[src/rtl/fifo_pkg.sv]
// Shared helpers for the parametrised FIFO: counter sizing and legality
// checks on the parameter set, evaluated at elaboration time.
package fifo_pkg;

    // Occupancy needs one bit more than a pointer so that DEPTH fits.
    function automatic int cnt_w(input int depth);
        return $clog2(depth) + 1;
    endfunction

    function automatic bit is_pow2(input int n);
        return (n >= 2) && ((n & (n - 1)) == 0);
    endfunction

    // True when the whole parameter set describes a buildable FIFO.
    function automatic bit params_ok(input int width, input int depth,
                                     input int af_level, input int ae_level);
        return (width >= 1) && is_pow2(depth) &&
               (af_level >= 1) && (af_level <= depth) &&
               (ae_level >= 0) && (ae_level <= depth - 1);
    endfunction

endpackage

[src/rtl/sync_fifo_param_if.sv]
// Producer/consumer handshake bundle for sync_fifo_param. The master side
// is the stage driving requests; the slave side is the FIFO itself.
interface sync_fifo_param_if
    import fifo_pkg::*;
#(
    parameter int WIDTH = 9,
    parameter int DEPTH = 8
);
    logic                      flush;
    logic                      wr_en;
    logic [WIDTH-1:0]          wr_data;
    logic                      rd_en;
    logic [WIDTH-1:0]          rd_data;
    logic                      rd_valid;
    logic                      full;
    logic                      empty;
    logic                      almost_full;
    logic                      almost_empty;
    logic [cnt_w(DEPTH)-1:0]   count;
    logic                      overflow;
    logic                      underflow;

    modport master (
        output flush, wr_en, wr_data, rd_en,
        input  rd_data, rd_valid, full, empty, almost_full, almost_empty,
               count, overflow, underflow
    );

    modport slave (
        input  flush, wr_en, wr_data, rd_en,
        output rd_data, rd_valid, full, empty, almost_full, almost_empty,
               count, overflow, underflow
    );
endinterface

[src/rtl/fifo_sdp_ram.sv]
// Simple dual-port register array: one synchronous write port and one
// synchronous read port with a registered output. A read and a write to
// the same address on the same edge return the old contents.
module fifo_sdp_ram #(
    parameter int WIDTH = 9,
    parameter int DEPTH = 8
) (
    input  logic                     clk,
    input  logic                     rst,
    input  logic                     wr_en,
    input  logic [$clog2(DEPTH)-1:0] wr_addr,
    input  logic [WIDTH-1:0]         wr_data,
    input  logic                     rd_en,
    input  logic [$clog2(DEPTH)-1:0] rd_addr,
    output logic [WIDTH-1:0]         rd_data
);
    logic [WIDTH-1:0] mem [DEPTH];

    // Storage write port.
    // NOTE: the array is deliberately left out of reset; only the output
    // register is cleared, so the storage maps onto plain flops or LUT RAM.
    always_ff @(posedge clk) begin
        if (wr_en) begin
            mem[wr_addr] <= wr_data;
        end
    end

    // Registered read port; holds its last word when not reading.
    // NOTE: non-blocking assignments are what give read-before-write here:
    // both processes sample mem before either update lands.
    always_ff @(posedge clk) begin
        if (rst) begin
            rd_data <= '0;
        end else if (rd_en) begin
            rd_data <= mem[rd_addr];
        end
    end
endmodule

[src/rtl/sync_fifo_param.sv]
// Parametrised single-clock FIFO with occupancy count, programmable
// almost-full/almost-empty levels, sticky error flags and synchronous flush.
// Pointers, count and flags live here; storage is in fifo_sdp_ram.
module sync_fifo_param
    import fifo_pkg::*;
#(
    parameter int WIDTH    = 9,
    parameter int DEPTH    = 8,
    parameter int AF_LEVEL = 6,
    parameter int AE_LEVEL = 2
) (
    input  logic                clk,
    input  logic                rst,
    sync_fifo_param_if.slave    bus
);
    localparam int PW = $clog2(DEPTH);
    localparam int CW = cnt_w(DEPTH);

    localparam logic [CW-1:0] DEPTH_C = CW'(DEPTH);
    localparam logic [CW-1:0] AF_C    = CW'(AF_LEVEL);
    localparam logic [CW-1:0] AE_C    = CW'(AE_LEVEL);

    if (!params_ok(WIDTH, DEPTH, AF_LEVEL, AE_LEVEL)) begin : g_bad_params
        $error("sync_fifo_param: illegal WIDTH/DEPTH/AF_LEVEL/AE_LEVEL");
    end

    logic [PW-1:0] wr_ptr;
    logic [PW-1:0] rd_ptr;
    logic [CW-1:0] count_q;
    logic          rd_valid_q;
    logic          overflow_q;
    logic          underflow_q;

    logic          full_c;
    logic          empty_c;
    logic          rd_accept;
    logic          wr_accept;
    logic          ram_we;
    logic          ram_re;

    // Flags come straight from the registered count.
    assign full_c  = (count_q == DEPTH_C);
    assign empty_c = (count_q == '0);

    // A full FIFO still takes a write when a read frees a slot on the same
    // edge; an empty FIFO never forwards a same-cycle write to the reader.
    assign rd_accept = bus.rd_en & ~empty_c;
    assign wr_accept = bus.wr_en & (~full_c | rd_accept);

    // Flush (and reset) swallow any request in that cycle.
    assign ram_we = wr_accept & ~bus.flush & ~rst;
    assign ram_re = rd_accept & ~bus.flush;

    // Pointer, occupancy, read-valid and sticky error bookkeeping.
    always_ff @(posedge clk) begin
        if (rst || bus.flush) begin
            wr_ptr      <= '0;
            rd_ptr      <= '0;
            count_q     <= '0;
            rd_valid_q  <= 1'b0;
            overflow_q  <= 1'b0;
            underflow_q <= 1'b0;
        end else begin
            if (wr_accept) begin
                wr_ptr <= wr_ptr + PW'(1);
            end
            if (rd_accept) begin
                rd_ptr <= rd_ptr + PW'(1);
            end
            case ({wr_accept, rd_accept})
                2'b10:   count_q <= count_q + CW'(1);
                2'b01:   count_q <= count_q - CW'(1);
                default: count_q <= count_q;
            endcase
            rd_valid_q  <= rd_accept;
            overflow_q  <= overflow_q  | (bus.wr_en & ~wr_accept);
            underflow_q <= underflow_q | (bus.rd_en & empty_c);
        end
    end

    fifo_sdp_ram #(
        .WIDTH (WIDTH),
        .DEPTH (DEPTH)
    ) u_ram (
        .clk     (clk),
        .rst     (rst),
        .wr_en   (ram_we),
        .wr_addr (wr_ptr),
        .wr_data (bus.wr_data),
        .rd_en   (ram_re),
        .rd_addr (rd_ptr),
        .rd_data (bus.rd_data)
    );

    // Drive the status side of the bundle.
    always_comb begin
        bus.rd_valid     = rd_valid_q;
        bus.full         = full_c;
        bus.empty        = empty_c;
        bus.almost_full  = (count_q >= AF_C);
        bus.almost_empty = (count_q <= AE_C);
        bus.count        = count_q;
        bus.overflow     = overflow_q;
        bus.underflow    = underflow_q;
    end
endmodule

[src/flat_wrapper.sv]
// flat-port wrapper written by rule: the top's interface ports become plain ports
module sync_fifo_param_flat import fifo_pkg::*;
#(
    parameter int WIDTH    = 9,
    parameter int DEPTH    = 8,
    parameter int AF_LEVEL = 6,
    parameter int AE_LEVEL = 2
)
  (clk, rst, bus_flush, bus_wr_en, bus_wr_data, bus_rd_en, bus_rd_data, bus_rd_valid, bus_full, bus_empty, bus_almost_full, bus_almost_empty, bus_count, bus_overflow, bus_underflow);
  sync_fifo_param_if #(.WIDTH(WIDTH), .DEPTH(DEPTH)) bus_i ();
  input  logic clk;
  input  logic rst;
  input wire logic [$bits(bus_i.flush)-1:0] bus_flush;
  input wire logic [$bits(bus_i.wr_en)-1:0] bus_wr_en;
  input wire logic [$bits(bus_i.wr_data)-1:0] bus_wr_data;
  input wire logic [$bits(bus_i.rd_en)-1:0] bus_rd_en;
  output wire logic [$bits(bus_i.rd_data)-1:0] bus_rd_data;
  output wire logic [$bits(bus_i.rd_valid)-1:0] bus_rd_valid;
  output wire logic [$bits(bus_i.full)-1:0] bus_full;
  output wire logic [$bits(bus_i.empty)-1:0] bus_empty;
  output wire logic [$bits(bus_i.almost_full)-1:0] bus_almost_full;
  output wire logic [$bits(bus_i.almost_empty)-1:0] bus_almost_empty;
  output wire logic [$bits(bus_i.count)-1:0] bus_count;
  output wire logic [$bits(bus_i.overflow)-1:0] bus_overflow;
  output wire logic [$bits(bus_i.underflow)-1:0] bus_underflow;
  assign bus_i.flush = bus_flush;
  assign bus_i.wr_en = bus_wr_en;
  assign bus_i.wr_data = bus_wr_data;
  assign bus_i.rd_en = bus_rd_en;
  assign bus_rd_data = bus_i.rd_data;
  assign bus_rd_valid = bus_i.rd_valid;
  assign bus_full = bus_i.full;
  assign bus_empty = bus_i.empty;
  assign bus_almost_full = bus_i.almost_full;
  assign bus_almost_empty = bus_i.almost_empty;
  assign bus_count = bus_i.count;
  assign bus_overflow = bus_i.overflow;
  assign bus_underflow = bus_i.underflow;
  sync_fifo_param #(.WIDTH(WIDTH), .DEPTH(DEPTH), .AF_LEVEL(AF_LEVEL), .AE_LEVEL(AE_LEVEL)) u_core (.clk(clk), .rst(rst), .bus(bus_i));
endmodule
[config.mk]
export PLATFORM = sky130hd
export DESIGN_NAME = sync_fifo_param_flat
export DESIGN_NICKNAME = d
export VERILOG_FILES = /design/src/rtl/fifo_pkg.sv /design/src/rtl/sync_fifo_param_if.sv /design/src/rtl/fifo_sdp_ram.sv /design/src/rtl/sync_fifo_param.sv /design/src/flat_wrapper.sv
export SDC_FILE = /design/constraint.sdc
export NUM_CORES = 1
export LEC_CHECK = 0
export CAP_MARGIN = 20
export CORE_UTILIZATION = 45
export DETAILED_ROUTE_END_ITERATION = 12
export GPL_TIMING_DRIVEN = 0
export SYNTH_ARGS = -nofsm -noshare
export SYNTH_HDL_FRONTEND = slang
export SYNTH_SLANG_ARGS = --single-unit
[constraint.sdc]
create_clock -name clk -period 6.3 [get_ports clk]
set_input_delay 0.945 -clock clk [delete_from_list [all_inputs] [get_ports clk]]
set_output_delay 0.945 -clock clk [all_outputs]
set_load 0.01 [all_outputs]
# == After elaboration in Yosys (flattened, before gate mapping) ==
# Memory sizes are Yosys's and may differ from the RTL's. A register that Yosys moved wholly into a read port is not among the register bits.
# Index checks and enable logic that the tools add are counted.
# Widths: inputs -> output; s select.
# classes
bitwise_logic,15
add_sub_neg,4
n_reduce_logical,3
muxes,3
magnitude_cmp,2
eq_ne,3
# ops
operator,n
$pmux 4 s2,1
$and 1x1->1,7
$add 3x1->3 const B,2
$not 1->1,5
$add 4x1->4 const B,1
$eq 4x4->1 const B,1
$ge 4x3->1 const B,1
$le 4x2->1 const B,1
$logic_not 4->1,1
$sub 4x1->4 const B,1
$or 1x1->1,3
$eq 2x1->1 const B,1
$eq 2x2->1 const B,1
$mux 1,2
$reduce_bool 2->1,1
$logic_or 1x1->1,1
# word_totals
mem_bits_rw,72
n_memories,1
inputBits,14
regBits,13
out_inout_bits,20
# memory_table
name,depth,word_bits,rd,rd_clocked_by_memory_dff,write_ports,line,text
u_core.u_ram.mem,8,9,1,1,1,fifo_sdp_ram.sv:17,logic [WIDTH-1:0] mem [DEPTH];

# == Depth between registers and ports, before layout ==
# Gate-level depths: netlist (run 1).
# logic_depth
ltp_word,9
ltp_mapped,10
mapped_depth_nobuf,9

# == Hierarchy ==
# From an unflattened synthesis (run 1), not the netlist that was laid out.
# unflattened
cells_unflattened,263
area_unflattened_um2,3996.3
# modules_own_cells
mod,cells_each,area_each_um2,instances
fifo_sdp_ram,179,3186.8,1
sync_fifo_param,84,809.5,1

# == Least setup slack after synthesis (run 1) ==
# OpenSTA, ideal clock, no wires.
# synth_path
kind,input to register
startpoint,input bus_flush
endpoint,"memory u_core.u_ram.mem[1][0], enable pin"
stages,2
arrival_time_ps,2403
setup_ps,403
path_slack_ps,3494
cell_sequence,or3_1 -> nor4b_1
# synth_via
elab_chain_len,5
# synth_lines
element,line,text
"start, declared",flat_wrapper.sv:13,input wire logic [$bits(bus_i.flush)-1:0] bus_flush;
$not 1->1,sync_fifo_param.sv:51,assign ram_we = wr_accept & ~bus.flush & ~rst;
$and 1x1->1 (2 in a row),sync_fifo_param.sv:51,
$mux 1,fifo_sdp_ram.sv:23,if (wr_en) begin
$mux 1 (not written as such),fifo_sdp_ram.sv:24,mem[wr_addr] <= wr_data;
"end, declared",fifo_sdp_ram.sv:17,
# Every way passes these cells.

# == Final worst setup path (run 1) ==
# layout_path
startpoint,"register u_core.count_q[3], in the netlist u_core.bus.count[3]"
endpoint,output bus_full
# layout_via
elab_chain_len,1
# layout_lines
element,line,text
"start, declared",sync_fifo_param.sv:29,logic [CW-1:0] count_q;
"start signal, assigned",sync_fifo_param.sv:71,2'b10: count_q <= count_q + CW'(1);
"start signal, assigned",sync_fifo_param.sv:72,2'b01: count_q <= count_q - CW'(1);
"start signal, assigned",sync_fifo_param.sv:73,default: count_q <= count_q;
$eq 4x4->1,sync_fifo_param.sv:42,assign full_c = (count_q == DEPTH_C);
"end, declared",flat_wrapper.sv:19,output wire logic [$bits(bus_i.full)-1:0] bus_full;
# Every way passes these cells.

==> reports/results.ini, run 1 <==
[yosys]
synth_area_leader_cell = edfxtp_1
ys_warn_count = 0
ys_ff_latch = 94
synth_top_cell_area_share_pct = 58.2
syn_inst = 213
synth_area_per_cell_um2 = 17.4
synth.distinct_cells = 36
syn_area_mm2 = 0.00371
synth.yosys.seq_area_share_pct = 70.1
syn-num-nets = 233
yosys-top-cells-area = edfxtp_1 (58%), dfxtp_1 (12%), mux4_2 (11%)

[sta]
fin_crit_ns = 2.97
fmax_mhz = 337
setup_tns_ns = 0
relSlewSlack_pct = 33.6
maxSlewViolCount = 0
hold_violations = 0
skew_ns = 0.00902
period_share_pct = 47.1
worstMarginPinSlew_ns = 0.990
rsz0062_at_grt = no
setup_ws_ns = 3.33
setup_viol = 0

[floorplan]
die_h_um = 92.8
core_mm2 = 0.00785
ios = 34
chipWidth_um = 92.8
num_rows = 32
die_area_mm2 = 0.00862
initial_utilization_pct = 47.3

[worst_hold_path]
min_delay_path_depth = 2
hp-class = reg -> reg

[finish]
drive_gt1_share_pct = 23.8
final_nets = 284
fillerInstances = 632
syn_to_final_growth_pct = 21.9
diodes = 0

[route]
antenna_left = 0
viasPerCell = 5.38
wire_per_inst_um = 18.9
wl_um = 7010
drtIter0Drc = 98
first_pass_iters = 7
vias = 1996
drc = 0

[global_route]
grt-ovfl-total = 0
first_global_vias = 1966
antenna_found_initial = 0
grt_pass1_wl_um = 11100
grt_max_degree = 17
grtUsageTotal_pct = 18.2

[power_and_ir_drop]
power_density_mw_per_mm2 = 266
power_mw = 1.20
leakage_nw = 1.52
irDropWorstVdd_uv = 156

[clocking]
cts_setup_buffers = 0
cts.htree.levels = 3
hold_buffers = 0
clock_latency_ns = 0.35
numCtsBuffers = 9
clkSlewWorstSetupHoldPaths_ns = 0.09
root_buffer = clkbuf_8
cts_tree = done
clockBufferDepth = 2
cts_sinks = 94
post_cts_resized = 0

[flow_run]
max_cap_violations = 0

[critical_path]
crit_path_end_kind = output port
worst_ep_arrival_time_ns = 2.02
crit_required_ns = 5.35
critPathKind = reg -> out
start_kind = flop
rr_worst_depth = 9
worstPathMaxFanout = 8

[place]
place_ws_ns = 3.05
place.gp.congestion = 0.722
hpwlAfterDp_um = 4820
port-buffer-count = 33

[run_status]
status = complete, no violations

## final cells by class
class                   count  area [um^2]  area share (%)
well taps                 102          128            2.82
clock inverters             7          120            2.65
flip-flops and latches     94         2600            57.5
multi-input cells         103         1070            23.7
inverters                   7         26.3           0.581
repair buffers             40          394            8.71
clock buffers               9          124            2.74
plain buffers               9         58.8            1.30
## final timing paths
path / end / start / slack [ns]
hold / removal: u_core.bus.overflow$_SDFF_PP0_ / u_core.bus.overflow$_SDFF_PP0_ / 0.47
hold reg to reg: u_core.bus.overflow$_SDFF_PP0_ / u_core.bus.overflow$_SDFF_PP0_ / 0.47
setup reg to reg: u_core.bus.count[3]$_SDFFE_PP0P_ / u_core.bus.count[3]$_SDFFE_PP0P_ / 3.60
setup / recovery: bus_full / u_core.bus.count[3]$_SDFFE_PP0P_ / 3.33
## layout by cell type, fill, tap and decap left out, types with 2 or more instances in the layout
cell / netlist / routed
edfxtp_1: 72 / 72
clkdlybuf4s50_1: 0 / 33
dfxtp_1: 22 / 22
mux4_2: 18 / 18
nor2_1: 15 / 15
and3_1: 9 / 9
a221o_1: 9 / 9
clkbuf_8: 0 / 9
nand2_1: 8 / 8
inv_1: 6 / 6
buf_6: 3 / 6
a21oi_1: 6 / 6
ha_1: 5 / 5
xor2_1: 4 / 4
buf_4: 0 / 4
nor4b_2: 0 / 3
nor4_2: 0 / 3
clkbuf_1: 3 / 3
bufinv_16: 0 / 3
buf_2: 2 / 2
nor3_2: 0 / 2
or3_1: 2 / 2
a211oi_1: 2 / 2
nor2_2: 2 / 2
## worst max-delay path, stage by stage, from the launching register on
cell and delay, ns:
dfxtp_1 0.51, or4b_4 0.55, inv_1 0.08, clkdlybuf4s50_1 0.54
## cells in the mapped netlist (all sizes together)
library cell  count
buf               6
mux2i             1
clkbuf            3
a211oi            2
o31ai             1
ha                5
o21ai             3
nor4b             3
and4b             1
mux4             18
xnor2             1
o41ai             1
or4b              1
a21oi             6
nor4              4
nand2             8
or3               2
a221o             9
or2               1
inv               7
fa                1
dfxtp            22
edfxtp           72
a21o              1
and3              9
nand3             2
xor2              4
nor2             17
nor3              2
## state kept, by name, summed over array words and instances, names as in the netlist
name,count
u_core.bus.rd_valid,1
u_core.wr_ptr,3
u_core.rd_ptr,3
u_core.u_ram.mem,72
u_core.bus.overflow,1
u_core.bus.underflow,1
u_core.u_ram.rd_data,9
u_core.bus.count,4
## where the power goes
part | switching, mW | internal [mW] | total (mW)
Combinational | 0.0313 | 0.0291 | 0.0604
Sequential | 0.00468 | 0.671 | 0.676
Clock | 0.203 | 0.265 | 0.468
Total | 0.239 | 0.965 | 1.20
## logic make-up after synthesis
family,Yosys count,synth area share (%)
DFF,94,70.1
and+or+nand+nor,50,7.38
AOI/OAI and AO/OA,23,5.63
muxes,19,11.2
buffers and inverters,16,2.29
adders and majority gates,6,2.22
xor gates and xnor gates,5,1.18
## through the flow
| stage | hold WS, ns | cells | cell area, um^2 | util, % |
|---|---|---|---|---|
| 2_1_floorplan | 0.502 | 213 | 3710 | - |
| 3_3_place_gp | 0.452 | 348 | 4170 | 53.1 |
| 3_5_place_dp | 0.463 | 355 | 4280 | 54.6 |
| 4_1_cts | 0.485 | 371 | 4530 | 57.7 |
| 5_1_grt | 0.519 | 371 | 4530 | 57.7 |
| 6_report | 0.474 | 371 | 4530 | 57.7 |
## layer usage
metal  track usage [%]  up-vias  share of wire [%]
met2              27.2       37                 47
met4              5.00        0               0.64
met3              5.25        4                4.2
met5                 0        -                  0
li1                  -      944                  -
met1              26.2     1011                 48
No activity file was read; power rests on OpenSTA's default activity.
==> run 2, diff against run 1 <==
==> constraint.sdc (replaced) <==
create_clock -name clk -period 2.75 [get_ports clk]
set_input_delay 0.4125 -clock clk [delete_from_list [all_inputs] [get_ports clk]]
set_output_delay 0.4125 -clock clk [all_outputs]
set_load 0.01 [all_outputs]
==> run 2 against run 1 <==
Compared with the run above: worst hold slack better by 0.00061 ns; design area up 0.75%; power up 130%; non-clock buffer count up 3; critical path depth up 6; register-to-register slack worse by 3.4 ns; flip-flop and latch count unchanged; final cell count up 0.81%; critical endpoint is now u_core.bus.count[3]$_SDFFE_PP0P_; largest cell class unchanged; highest routed layer unchanged.
==> reports/results.ini, run 2 (synthesis gave the netlist of run 1 again) <==
[floorplan]
ios = 34
core_mm2 = 0.00785
die_h_um = 92.8
die_area_mm2 = 0.00862
num_rows = 32
chipWidth_um = 92.8
initial_utilization_pct = 47.3

[flow_run]
max_cap_violations = 0

[critical_path]
crit_path_end_kind = flop
start_kind = flop
crit_slowest_cell = or4b_4
worstPathMaxFanout = 10
crit_chain = or4b_4 -> o21ai_4 -> buf_8 -> ha_2 -> ha_1 -> a21oi_1 -> a211oi_1 -> o21ai_0 -> o31ai_1
worst_ep_arrival_time_ns = 2.80
cpPeakStageDelay_ns = 0.59
critPathBufInv = 1
critPathKind = reg -> reg
crit_required_ns = 2.98
crit_family = compound AO/OA/AOI/OAI gates

[place]
port-buffer-count = 33
place_ws_ns = 0.0372
hpwlAfterDp_um = 4820
place.gp.congestion = 0.722

[clocking]
cts_tree = done
root_buffer = clkbuf_8
cts.htree.levels = 3
numCtsBuffers = 9
clkSlewWorstSetupHoldPaths_ns = 0.09
clockBufferDepth = 2
hold_buffers = 0
cts_sinks = 94
clock_latency_ns = 0.35

[finish]
final_common_cell = edfxtp_1
largest_reg_flops = 72
fillerInstances = 627
diodes = 0
drive_gt1_share_pct = 26.5
syn_to_final_growth_pct = 22.8
mostFrequentLayoutCells = edfxtp_1 (72), clkdlybuf4s50_1 (33), mux4_2 (18), dfxtp_1 (18), nor2_1 (15)
final_util_pct = 58.1
final_nets = 287
regMostFlops = u_core.u_ram.mem

[sta]
worstMarginPinSlew_ns = 0.969
setup_ws_ns = 0.179
skew_ns = 0.00783
maxSlewViolCount = 0
hold_violations = 0
relSlewSlack_pct = 35.1
holdWs_ns = 0.475
period_share_pct = 93.5
fmax_mhz = 389
fin_crit_ns = 2.57
rsz0062_at_grt = no
setup_viol = 0

[power_and_ir_drop]
irDropWorstVdd_uv = 359
leakage_nw = 1.53
power_density_mw_per_mm2 = 606

[route]
drc = 0
first_pass_iters = 6
drtIter0Drc = 97
vias = 1994
wire_per_inst_um = 18.8
antenna_left = 0
wl_um = 7040
viasPerCell = 5.33

[global_route]
grt_max_degree = 17
grtUsageTotal_pct = 18.2
first_global_vias = 1966
grt_pass1_wl_um = 11100
antenna_found_initial = 0
grt-ovfl-total = 0

[worst_hold_path]
hp-class = reg -> reg

[run_status]
status = complete, no violations

[run 2: worst reg2reg max path, delay by kind of cell (launching register included)]
kind / cells / cell delay (ns)
and+or+nand+nor: 1 / 0.59
AOI/OAI and AO/OA: 5 / 0.79
adders and majority gates: 2 / 0.50
DFF: 1 / 0.39
buffers and inverters: 1 / 0.18
[run 2: final timing paths]
| path | start | to | slack, ns | cells after the start |
|---|---|---|---|---|
| setup / recovery | u_core.bus.count[0]$_SDFFE_PP0P_ | u_core.bus.count[3]$_SDFFE_PP0P_ | 0.18 | 9 |
| hold / removal | u_core.bus.overflow$_SDFF_PP0_ | u_core.bus.overflow$_SDFF_PP0_ | 0.47 | 2 |
| setup reg to reg | u_core.bus.count[0]$_SDFFE_PP0P_ | u_core.bus.count[3]$_SDFFE_PP0P_ | 0.18 | 9 |
| hold reg to reg | u_core.bus.overflow$_SDFF_PP0_ | u_core.bus.overflow$_SDFF_PP0_ | 0.47 | 2 |
[run 2: timing repair]
item,in CTS,in global routing
setup endpoints to repair,0,3
resized for setup,0,6
setup buffers,0,3
[run 2: cell type report]
type / count / area, um^2 / share of cell area, %
Clock inverter: 7 / 120 / 2.63
Sequential cell: 94 / 2610 / 57.2
Buffer: 9 / 62.6 / 1.37
Clock buffer: 9 / 124 / 2.72
Inverter: 7 / 26.3 / 0.576
Multi-Input combinational cell: 103 / 1070 / 23.6
Tap cell: 102 / 128 / 2.80
Timing Repair Buffer: 43 / 417 / 9.14
[run 2: through the flow]
step / cells / total power [mW] / TNS, ns / area (um^2)
3_3_place_gp: 348 / 1.71 / -58.95 / 4170
5_1_grt: 374 / 2.86 / 0 / 4560
2_1_floorplan: 213 / 1.65 / 0 / 3710
4_1_cts: 371 / 2.79 / 0 / 4530
6_report: 374 / 2.77 / 0 / 4560
3_5_place_dp: 355 / 1.72 / 0 / 4280
[run 2: layer usage]
layer	GRT usage, %	up-vias	routed length (um)
met4	5.00	0	45
met3	5.25	4	234
met5	0	-	0
li1	-	950	-
met2	27.2	33	3300
met1	26.2	1007	3460
[run 2: where the power goes]
group / internal (mW) / total, mW / switching [mW]
Sequential: 1.54 / 1.55 / 0.0107
Combinational: 0.0704 / 0.143 / 0.0728
Clock: 0.607 / 1.07 / 0.467
==> run 3, diff against run 2 <==
--- a/config.mk
+++ b/config.mk
@@ -6,6 +6,7 @@
 export NUM_CORES = 1
 export LEC_CHECK = 0
 export CAP_MARGIN = 20
+export CORE_MARGIN = 3
 export CORE_UTILIZATION = 45
 export DETAILED_ROUTE_END_ITERATION = 12
 export GPL_TIMING_DRIVEN = 0
==> constraint.sdc (replaced) <==
create_clock -name clk -period 2.75 [get_ports clk]
set_input_delay 0.6875 -clock clk [delete_from_list [all_inputs] [get_ports clk]]
set_output_delay 0.6875 -clock clk [all_outputs]
set_load 0.01 [all_outputs]
==> run 3 against run 2 <==
Compared with the run above: flip-flop and latch count unchanged; sequential power about the same; maximum frequency decreased by 2.1%; worst setup slack worse by 0.056 ns; worst hold slack better by 0.00061 ns; global-route usage fell by 2.5 points; clock skew grew 0.0033 ns; routed wire length shrank 0.65%.
==> reports/results.ini, run 3 (synthesis gave the netlist of run 1 again) <==
[finish]
final_common_cell = edfxtp_1
seqCellArea_mm2 = 0.00261
syn_to_final_growth_pct = 20.1
final_util_pct = 56.8
final_nets = 285
fillerInstances = 647
multi_input_area_mm2 = 0.00107
drive_gt1_share_pct = 24.8
final_cell_area_mm2 = 0.00446
diodes = 0
mostFrequentLayoutCells = edfxtp_1 (72), clkdlybuf4s50_1 (33), dfxtp_1 (19)
largest_reg_flops = 72
regMostFlops = u_core.u_ram.mem
fin_cells = 372

[sta]
skew_ns = 0.0111
hold_violations = 0
setup_ws_ns = 0.124
fmax_mhz = 381
holdWs_ns = 0.475
period_share_pct = 95.5
relSlewSlack_pct = 48.3
setup_viol = 0
fin_crit_ns = 2.63
worstMarginPinSlew_ns = 0.773
maxSlewViolCount = 0
rsz0062_at_grt = no
setup_tns_ns = 0

[clocking]
cts_sinks = 94
clock_latency_ns = 0.36
cts_setup_buffers = 0
cts_tree = done
post_cts_resized = 0
clockBufferDepth = 2
clkSlewWorstSetupHoldPaths_ns = 0.09
hold_buffers = 0
numCtsBuffers = 9
root_buffer = clkbuf_8
cts.htree.levels = 3

[route]
antenna_left = 0
wire_per_inst_um = 18.8
first_pass_iters = 4
drc = 0
viasPerCell = 5.28
vias = 1966
wl_um = 6990
drtIter0Drc = 133

[floorplan]
ios = 34
core_mm2 = 0.00785
chipWidth_um = 96.8
die_h_um = 96.8
die_area_mm2 = 0.00938
initial_utilization_pct = 47.3
num_rows = 32

[worst_hold_path]
whs_endpoint = u_core.bus.underflow$_SDFF_PP0_
min-delay-start = u_core.bus.underflow$_SDFF_PP0_
hp-class = reg -> reg
min_delay_path_depth = 2

[power_and_ir_drop]
power_density_mw_per_mm2 = 561
power_mw = 2.50
leakage_nw = 1.48
irDropWorstVdd_uv = 321

[critical_path]
critPathKind = reg -> out
reg2reg_to = u_core.bus.count[3]$_SDFFE_PP0P_
crit_chain = or4b_4 -> inv_1 -> clkdlybuf4s50_1
r2r_start = u_core.bus.count[0]$_SDFFE_PP0P_
crit_slowest_cell = or4b_4
crit_required_ns = 2.06
crit_path_end_kind = output port
rr_worst_depth = 9
worstPathMaxFanout = 8
worst_ep_arrival_time_ns = 1.94
cpPeakStageDelay_ns = 0.59
start_kind = flop
regToRegSetupSlack_ns = 0.16

[place]
place.gp.congestion = 0.722
hpwlAfterDp_um = 4990
place_ws_ns = -0.206
dpl_cell_area_mm2 = 0.00428
port-buffer-count = 33
dp.cells = 356

[global_route]
first_global_vias = 1969
grt-ovfl-total = 0
grtUsageTotal_pct = 15.7
grt_max_degree = 17
grt_pass1_wl_um = 11300
antenna_found_initial = 0

[run_status]
status = complete, no violations

[flow_run]
max_cap_violations = 0

run 3: worst max-delay path by stage:
| stage | from | end | cells past startpoint |
|---|---|---|---|
| detailed placement | bus_rd_en | u_core.bus.count[3]$_SDFFE_PP0P_ | 9 |
| floorplan | bus_flush | u_core.u_ram.mem[1][0]$_DFFE_PP_ | 2 |
| finish | u_core.bus.count[0]$_SDFFE_PP0P_ | bus_full | 3 |
| global placement | bus_rd_en | u_core.u_ram.mem[1][2]$_DFFE_PP_ | 4 |
| CTS | u_core.bus.count[3]$_SDFFE_PP0P_ | bus_full | 3 |
| global route | u_core.bus.count[3]$_SDFFE_PP0P_ | u_core.bus.count[3]$_SDFFE_PP0P_ | 9 |
run 3: critical path: cells and delay by family (launching register included):
kind                   cells  cell delay [ns]
flip-flops                 1             0.38
buffers and inverters      2             0.62
AND/OR/NAND/NOR            1             0.59
run 3: area by class of cell:
type	count	share of cell area, %
clock inverter	6	1.04
buffer	9	1.32
sequential	94	58.5
tap	102	2.86
timing repair buffer	41	8.84
multi-input combinational	103	24.0
inverter	7	0.590
clock buffer	10	2.86
run 3: metal layers:
layer | vias to the layer above | GRT usage (%) | routed length (um)
li1 | 949 | - | -
met1 | 971 | 23.0 | 3370
met2 | 34 | 24.0 | 3270
met3 | 12 | 2.16 | 223
met4 | 0 | 6.16 | 132
met5 | - | 0 | 0
run 3: report_power, final:
group	internal (mW)	switching, mW	leakage (nW)
clock network	0.335	0.478	0.0833
logic	0.0670	0.0738	0.573
registers	1.54	0.0101	0.828
